### config.mk
export PLATFORM = sky130hd
export DESIGN_NAME = mem_access_unit
export DESIGN_NICKNAME = d
export VERILOG_FILES = /design/src/rtl/mem_access_unit.sv
export SDC_FILE = /design/constraint.sdc
export NUM_CORES = 1
export LEC_CHECK = 0
export BUFFER_PORTS_ARGS = -buffer_cell sky130_fd_sc_hd__buf_2
export CAP_MARGIN = 20
export CORE_MARGIN = 2
export CORE_UTILIZATION = 52
export CTS_CLUSTER_DIAMETER = 50
export DETAILED_ROUTE_END_ITERATION = 16
export PLACE_DENSITY = 0.85
export SLEW_MARGIN = 20
export SYNTH_ARGS = -nofsm -noshare
export SYNTH_HDL_FRONTEND = slang
export SYNTH_SLANG_ARGS = --single-unit
### constraint.sdc
create_clock -name clk -period 5 [get_ports clk]
set_input_delay 0.5 -clock clk [delete_from_list [all_inputs] [get_ports clk]]
set_output_delay 0.5 -clock clk [all_outputs]
set_load 0.02 [all_outputs]
### src/rtl/mem_access_unit.sv
// MEM pipeline stage: bus request/ack handshake to the data-bus arbiter,
// byte-lane steering for stores, load extension, alignment and bus error flags.
module mem_access_unit #(
  parameter int ADDR_W     = 32,
  parameter int TIMEOUT    = 255,
  parameter bit BIG_ENDIAN = 1'b0
) (
  input  logic              clk,
  input  logic              rst,
  input  logic [4:0]        writeAddr_i,
  input  logic              writeEnable_i,
  input  logic [1:0]        writeHILO_i,
  input  logic [31:0]       HI_data_i,
  input  logic [31:0]       LO_data_i,
  input  logic [31:0]       storeData_i,
  input  logic [3:0]        ramOp_i,
  output logic [4:0]        writeAddr_o,
  output logic              writeEnable_o,
  output logic [1:0]        writeHILO_o,
  output logic [31:0]       HI_data_o,
  output logic [31:0]       LO_data_o,
  output logic              bus_req_o,
  output logic              bus_we_o,
  output logic [3:0]        bus_be_o,
  output logic [ADDR_W-1:0] bus_addr_o,
  output logic [31:0]       bus_wdata_o,
  input  logic              bus_ack_i,
  input  logic              bus_err_i,
  input  logic [31:0]       bus_rdata_i,
  output logic              excAddrErr_o,
  output logic              excBusErr_o,
  output logic              pauseRequest
);

  localparam logic [3:0] OP_LB = 4'd1, OP_LBU = 4'd2, OP_LH = 4'd3, OP_LHU = 4'd4,
                         OP_LW = 4'd5, OP_SB  = 4'd6, OP_SH = 4'd7, OP_SW  = 4'd8;

  // Timer only needs to reach TIMEOUT; a 1-bit stub when timeouts are disabled.
  localparam int TW = (TIMEOUT > 0) ? $clog2(TIMEOUT + 1) : 1;

  typedef enum logic [1:0] {S_IDLE, S_WAIT, S_DONE} state_t;

  state_t        state, state_n;
  logic [TW-1:0] timer;
  logic [31:0]   rdata_q;
  logic          err_q;
  logic [3:0]    op_q;
  logic [1:0]    lane_q;
  logic          half_q;

  logic          op_load, op_store, op_valid, misaligned, issue, timeout_hit;
  logic [1:0]    lane;
  logic          half_hi;
  logic [3:0]    be_d;
  logic [31:0]   wdata_d;
  logic [7:0]    ld_byte;
  logic [15:0]   ld_half;
  logic [31:0]   ld_ext;

  // Decode the incoming op: class, alignment, lane selection and store data steering.
  always_comb begin
    op_load  = (ramOp_i >= OP_LB) && (ramOp_i <= OP_LW);
    op_store = (ramOp_i >= OP_SB) && (ramOp_i <= OP_SW);
    op_valid = op_load || op_store;
    misaligned = 1'b0;
    be_d     = 4'h0;
    wdata_d  = 32'h0;
    // Big-endian mirrors lane k to 3-k, which for a 2-bit index is ~k.
    lane     = BIG_ENDIAN ? ~LO_data_i[1:0] : LO_data_i[1:0];
    half_hi  = BIG_ENDIAN ? ~LO_data_i[1] : LO_data_i[1];
    case (ramOp_i)
      OP_LB, OP_LBU: be_d = 4'b0001 << lane;
      OP_SB: begin
        be_d    = 4'b0001 << lane;
        wdata_d = {4{storeData_i[7:0]}};
      end
      OP_LH, OP_LHU: begin
        be_d       = half_hi ? 4'hC : 4'h3;
        misaligned = LO_data_i[0];
      end
      OP_SH: begin
        be_d       = half_hi ? 4'hC : 4'h3;
        wdata_d    = {2{storeData_i[15:0]}};
        misaligned = LO_data_i[0];
      end
      OP_LW: begin
        be_d       = 4'hF;
        misaligned = |LO_data_i[1:0];
      end
      OP_SW: begin
        be_d       = 4'hF;
        wdata_d    = storeData_i;
        misaligned = |LO_data_i[1:0];
      end
      default: ;
    endcase
  end

  // Extend the captured read data using the op and lane recorded at issue time.
  always_comb begin
    ld_byte = rdata_q[{lane_q, 3'b000} +: 8];
    ld_half = half_q ? rdata_q[31:16] : rdata_q[15:0];
    case (op_q)
      OP_LB:   ld_ext = {{24{ld_byte[7]}}, ld_byte};
      OP_LBU:  ld_ext = {24'h0, ld_byte};
      OP_LH:   ld_ext = {{16{ld_half[15]}}, ld_half};
      OP_LHU:  ld_ext = {16'h0, ld_half};
      default: ld_ext = rdata_q;
    endcase
  end

  assign timeout_hit = (TIMEOUT != 0) && (timer == TW'(TIMEOUT));

  // State register.
  always_ff @(posedge clk) begin
    if (rst) state <= S_IDLE;
    else     state <= state_n;
  end

  // Next state, stall request, exception flags and write-back pass-through.
  always_comb begin
    state_n       = state;
    issue         = 1'b0;
    pauseRequest  = 1'b0;
    excAddrErr_o  = 1'b0;
    excBusErr_o   = 1'b0;
    writeAddr_o   = writeAddr_i;
    writeEnable_o = writeEnable_i;
    writeHILO_o   = writeHILO_i;
    HI_data_o     = HI_data_i;
    LO_data_o     = LO_data_i;
    case (state)
      S_IDLE: begin
        if (op_valid && misaligned) begin
          excAddrErr_o  = 1'b1;
          writeEnable_o = 1'b0;
        end else if (op_valid) begin
          issue        = 1'b1;
          pauseRequest = 1'b1;
          state_n      = S_WAIT;
        end
      end
      S_WAIT: begin
        pauseRequest = 1'b1;
        if (bus_err_i || bus_ack_i || timeout_hit) state_n = S_DONE;
      end
      S_DONE: begin
        excBusErr_o = err_q;
        if (err_q)          writeEnable_o = 1'b0;
        else if (op_q >= OP_LB && op_q <= OP_LW) LO_data_o = ld_ext;
        state_n = S_IDLE;
      end
      default: state_n = S_IDLE;
    endcase
    if (rst) begin
      state_n       = S_IDLE;
      issue         = 1'b0;
      pauseRequest  = 1'b0;
      excAddrErr_o  = 1'b0;
      excBusErr_o   = 1'b0;
      writeAddr_o   = 5'h0;
      writeEnable_o = 1'b0;
      writeHILO_o   = 2'h0;
      HI_data_o     = 32'h0;
      LO_data_o     = 32'h0;
    end
  end

  // Bus request registers, wait timer and read-data capture.
  always_ff @(posedge clk) begin
    if (rst) begin
      bus_req_o   <= 1'b0;
      bus_we_o    <= 1'b0;
      bus_be_o    <= 4'h0;
      bus_addr_o  <= '0;
      bus_wdata_o <= 32'h0;
      timer       <= '0;
      rdata_q     <= 32'h0;
      err_q       <= 1'b0;
      op_q        <= 4'h0;
      lane_q      <= 2'h0;
      half_q      <= 1'b0;
    end else begin
      case (state)
        S_IDLE: begin
          if (issue) begin
            bus_req_o   <= 1'b1;
            bus_we_o    <= op_store;
            bus_be_o    <= be_d;
            bus_addr_o  <= {LO_data_i[ADDR_W-1:2], 2'b00};
            bus_wdata_o <= wdata_d;
            timer       <= '0;
            err_q       <= 1'b0;
            op_q        <= ramOp_i;
            lane_q      <= lane;
            half_q      <= half_hi;
          end
        end
        S_WAIT: begin
          // Error wins over a simultaneous ack; timeout only if neither arrived.
          if (bus_err_i) begin
            bus_req_o <= 1'b0;
            err_q     <= 1'b1;
          end else if (bus_ack_i) begin
            bus_req_o <= 1'b0;
            rdata_q   <= bus_rdata_i;
          end else if (timeout_hit) begin
            bus_req_o <= 1'b0;
            err_q     <= 1'b1;
          end else begin
            timer <= timer + 1'b1;
          end
        end
        default: ;
      endcase
    end
  end

endmodule

### Word level (Yosys, flattened, before mapping)

Index checks and enable logic that the tools add are counted.

* flip-flop bits (word level): 118
* bits of input ports: 144
* output and inout port bits: 145
* word-level logic and storage cells: 113

* $add $sub $neg: 1
* order comparisons: 6
* eq/ne operators: 25
* shift operators: 2
* multiplexer cells: 47
* bitwise gates (word level): 1
* reductions and logical operators: 19

Operators by type and width (number)
* $mux W32: 5
* $pmux W32 S4: 1
* $pmux W32 S3: 1
* $mux W8: 4
* $shiftx A32 B6 Y8: 1
* $mux W1: 21
* $eq A4 B3 Y1 const B: 5
* $eq A4 B2 Y1 const B: 4
* $mux W16: 1
* $pmux W8 S2: 1
* $ne A2 B2 Y1 const B: 7
* $pmux W4 S3: 1
* $pmux W1 S2: 5
* $reduce_and A3 Y1: 3
* $add A8 B1 Y8 const B: 1
* $eq A4 B1 Y1 const B: 2
* $eq A8 B8 Y1 const B: 1
* $ge A4 B1 Y1 const B: 2
* $le A4 B3 Y1 const B: 2
* $mux W2: 4
* $ne A3 B3 Y1 const B: 2
* $reduce_or A3 Y1: 2
* $mux W5: 1
* $reduce_and A5 Y1: 1
* other kinds (17): 23

### Longest topological paths before layout

* depth after elaboration: 9
* mapped depth: 7
* mapped depth without buffers: 5

### Least setup slack after synthesis

No wires, ideal clock.

* kind: register to output
* start point: register op_q[0]
* end point: output port LO_data_o[0]
* arrival: 1.880 ns
* required time: 4.500 ns
* path slack: 2.620 ns
* cell stages (with the launch flop): 7
* buffers on the path: 2
* cell sequence: dfxtp_1 > buf_2 > clkbuf_1 > a21oi_1 > a2111oi_0 > a2111oi_0 > nor3_1

* cells in the longest elaborated chain, start to end: 6
* elaborated cells on any way between the ends: 12
* those cells by class: order compare (2); eq/ne (4); mux (5); reduce/logical (1)

Ends and longest elaborated chain
* start: declaration: line 47 `logic [3:0] op_q;`
* start signal: assignment: line 194 `op_q <= ramOp_i;`
* $ge A4 B1 Y1 (tied with other cells): line 150 `else if (op_q >= OP_LB && op_q <= OP_LW) LO_data_o = ld_ext;`
* $logic_and A1 B1 Y1 or $pmux W32 S4 (tied branches): line 150, 103
* $mux W32 (*): line 150
* $mux W32 (*): line 149 `if (err_q) writeEnable_o = 1'b0;`
* $mux W32 (*): line 132 `case (state)`
* $mux W32 (*): line 155 `if (rst) begin`
* end: declaration: line 21 `output logic [31:0] LO_data_o,`

Every way passes the cells marked *; elsewhere a longest branch is shown, timed or not.

### Worst setup path after layout

* start point: register lane_q[1]
* end point: output port LO_data_o[31]

* cells in the longest elaborated chain, start to end: 6

Ends and longest elaborated chain
* start: declaration: line 48 `logic [1:0] lane_q;`
* start signal: assignment: line 195 `lane_q <= lane;`
* $shiftx A32 B6 Y8: line 101 `ld_byte = rdata_q[{lane_q, 3'b000} +: 8];`
* $pmux W32 S4: line 103 `case (op_q)`
* $mux W32: line 150
* $mux W32: line 149
* $mux W32: line 132
* $mux W32: line 155

No other way between the ends.

==> impl_results.md <==
- Status: finished clean
- FP Rows: 41
- VDD IR max: 0.2494 mV
- Critical Path Fanout Max: 19
- Vias in the first global route: 5962
- 1st-pass router iterations: 5
- Fillers: 1061
- Clock Path Buffers: 2
- Fin. max-slew vios: 0
- Hold path startpoint: bus_rdata_i[17]
- Synth cell types: 68
- Leakage: 0.003881 µW
- Via density: 5.654
- Critical Path RT: 4.50 ns
- WL/cell: 17.11 µm
- Worst setup EP type: output port
- Overflow left after global routing: 0
- Core Footprint: 0.01257 mm²
- Worst-Skew Late Latency: 0.42 ns
- Comb pwr share: 0.185
- Max_cap viols: 0
- GRT Resource Usage Total: 0.2958
- Max-Slew Margin vs Limit: 0.3528
- CTS sink count: 117
- I/O pins: 289
- Cts hold-fix bufs: 0
- YS warnings: 0
- Most Crowded Layer GR: met2
- Die footprint: 0.01374 mm²
- Unrepaired setup endpoints after global routing: false
- Mapped Area: 0.006668 mm²
- Achievable clock frequency: 284.9 MHz
- Ant diodes: 0
- Endpoints failing setup: 0
- TritonCTS clock tree: done
- Sequential fraction of the synthesis area: 0.3513
- Largest net degree at the start of global routing: 98
- Switching Share: 0.2823
- DRC viols: 0
- CTS Buf Count: 17
- Root buffer cell: clkbuf_16
- EDFF count, synth: 0
- Post-cts sizing count: 0
- Initial DRC Count: 768
- Fin Setup TNS: 0 ns
- Die Ht: 117.2 µm
- Synth Area per Inst: 8.273 µm²
- Share of layout cells above drive strength 1: 0.3481
- Power per cell area: 322.5 mW/mm²
- Area Growth Syn to Fin: 29.31%
- Clock power frac: 0.448
- Worst hold path type: in2reg
- Initial antenna violation count: 0
- Synth Register Bits: 117
- Placement Setup Slack: 1.759 ns
- Final ANT Viol Nets: 0
- Crit path launch: lane_q[1]
- CTS clk-pin slew, worst paths: 0.05 ns
- Final Core Density: 0.6860
- Crit start category: register
- Port Buffers: 286
- Worst R2R Start: state[0]
- Critical path data arrival time: 3.01 ns
- Int Power: 1996 µW
- Total number of vias: 6966
- Post-CTS Setup Bufs: 0
- Met3 Track Usage GR: 0.05613
- Htree depth: 4
- Worst-margin pin slew: 0.9694 ns
- DP HPWL: 15.06 mm
- GPL Wtd Cong: 0.9373
- Crit path kind: reg2out
- Placed insts: 1199
- Post-Syn Instances: 806
- Primary FF master, synth: dfxtp_1
- Final Hold Vio Count: 0
- Layout net count: 1192
- Wirelength, routed: 21.08 mm
- Starting density of the core: 0.5305
- Minimum clock period: 3.510 ns
- Die X: 117.2 µm
- Post-synth ARST share: 0
- Final Skew: 0.006851 ns
- Final period utilization: 0.7019
- Final Worst Setup Slack: 1.490 ns
- Switching power: 784.9 µW
- Tot Pwr: 2780 µW
- Seq pwr share: 0.367
- First-pass GRT wire length: 31.14 mm
- Met1 Usage GRT: 0.4042
- Non-Filler Instances: 1232
- M2 GR Usage: 0.4586
-- cell type report --
class | instances | area, µm² | share of cell area
timing repair buffer | 294 | 1501 | 0.1741
sequential | 117 | 2342 | 0.2717
clock inverter | 10 | 127.6 | 0.01480
tap | 172 | 215.2 | 0.02496
clock buffer | 22 | 474.2 | 0.05500
multi-input combinational | 611 | 3936 | 0.4565
inverter | 6 | 25.02 | 0.002902
-- cells by family (layout without fill, tap and decap cells) --
| family | after synthesis | after routing | share of synthesized area |
|---|---|---|---|
| buffers and inverters | 79 | 332 | 0.05986 |
| and+or+nand+nor | 348 | 348 | 0.2561 |
| other | 1 | 2 | 0.0005624 |
| xor gates and xnor gates | 5 | 5 | 0.006568 |
| AOI/OAI and AO/OA | 157 | 157 | 0.1728 |
| adders and majority gates | 1 | 1 | 0.001876 |
| DFF | 117 | 117 | 0.3513 |
| muxes | 98 | 98 | 0.1509 |
-- cell usage after synthesis (4+ instances only) --
master / n / area [µm²]
dfxtp_1: 117 / 2342
a22o_1: 25 / 219.0
buf_4: 6 / 45.04
buf_6: 4 / 45.04
mux2_2: 9 / 101.4
nand2_1: 205 / 769.5
clkbuf_1: 46 / 172.7
a21oi_1: 39 / 195.2
mux2i_1: 87 / 870.8
nand3_1: 5 / 25.02
o211ai_1: 4 / 30.03
xor2_1: 4 / 35.03
nor2b_1: 43 / 269.0
a211oi_2: 4 / 50.05
nand2b_1: 6 / 37.54
o2bb2ai_1: 7 / 61.31
nand4_1: 4 / 25.02
o22ai_1: 23 / 143.9
o21ai_0: 8 / 40.04
inv_1: 6 / 22.52
buf_2: 13 / 65.06
nor3_2: 15 / 150.1
a2111oi_0: 14 / 122.6
nor2_1: 17 / 63.81
nor3_1: 27 / 135.1
nor3b_1: 4 / 30.03
-- sequential cells by signal (all words and copies together), names as in the netlist --
signal       cells
err_q            1
state            2
bus_addr_o      30
timer            8
bus_be_o         4
bus_req_o        1
rdata_q         32
bus_wdata_o     32
bus_we_o         1
lane_q           2
op_q             4
-- layer usage --
layer  part of all wire  up-vias
met3              0.087       57
met5                  0        -
met2               0.47      396
met4              0.032        0
li1                   -     3336
met1               0.42     3177
-- worst paths after layout --
path	endpoint	slack, ns	cells past startpoint
hold reg to reg	bus_addr_o[31]	0.45	2
setup reg to reg	bus_addr_o[18]	2.70	4
setup / recovery	LO_data_o[31]	1.49	5
hold / removal	rdata_q[17]	0.32	3
-- stage by stage --
stage,hold WS (ns),instance area [µm²]
floorplan,0.4464,6671
global placement,0.4389,8005
detailed placement,0.4441,8005
CTS,0.3047,8607
global route,0.3206,8622
finish,0.3170,8622
-- power by group through the flow --
| stage | combinational (µW) | clock (µW) | sequential [µW] |
|---|---|---|---|
| 2_1_floorplan | 330 | 0 | 1050 |
| 3_3_place_gp | 504 | 0 | 1030 |
| 3_5_place_dp | 508 | 0 | 1040 |
| 4_1_cts | 512 | 1260 | 1020 |
| 5_1_grt | 555 | 1300 | 1020 |
| 6_report | 515 | 1250 | 1020 |
-- worst max-delay path, cell delays in order, from the launching register on --
cell and delay, ns:
dfxtp_1 0.95, mux4_2 0.43, nor3b_1 0.36, o311a_2 0.53, nor3_1 0.11, buf_2 0.20
-- cell usage in the layout, fill, tap and decap left out, types with 3 or more instances in the layout --
| cell type | count |
|---|---|
| a2111oi_0 | 14 |
| a211oi_1 | 3 |
| a211oi_2 | 4 |
| a21oi_1 | 39 |
| a22o_1 | 25 |
| and3_1 | 3 |
| buf_2 | 285 |
| buf_4 | 8 |
| bufinv_16 | 3 |
| clkbuf_16 | 17 |
| clkbuf_8 | 3 |
| clkinv_2 | 6 |
| dfxtp_1 | 117 |
| inv_1 | 5 |
| mux2_2 | 9 |
| mux2i_1 | 87 |
| nand2_1 | 205 |
| nand2b_1 | 6 |
| nand3_1 | 5 |
| nand4_1 | 4 |
| nor2_1 | 17 |
| nor2b_1 | 43 |
| nor3_1 | 27 |
| nor3_2 | 15 |
| nor3b_1 | 3 |
| o211ai_1 | 4 |
| o21a_1 | 3 |
| o21ai_0 | 8 |
| o22ai_1 | 23 |
| o2bb2ai_1 | 7 |
| o31ai_1 | 3 |
| or3_1 | 3 |
| or3b_2 | 3 |
| xor2_1 | 4 |
(Power assumes the default switching activity.)
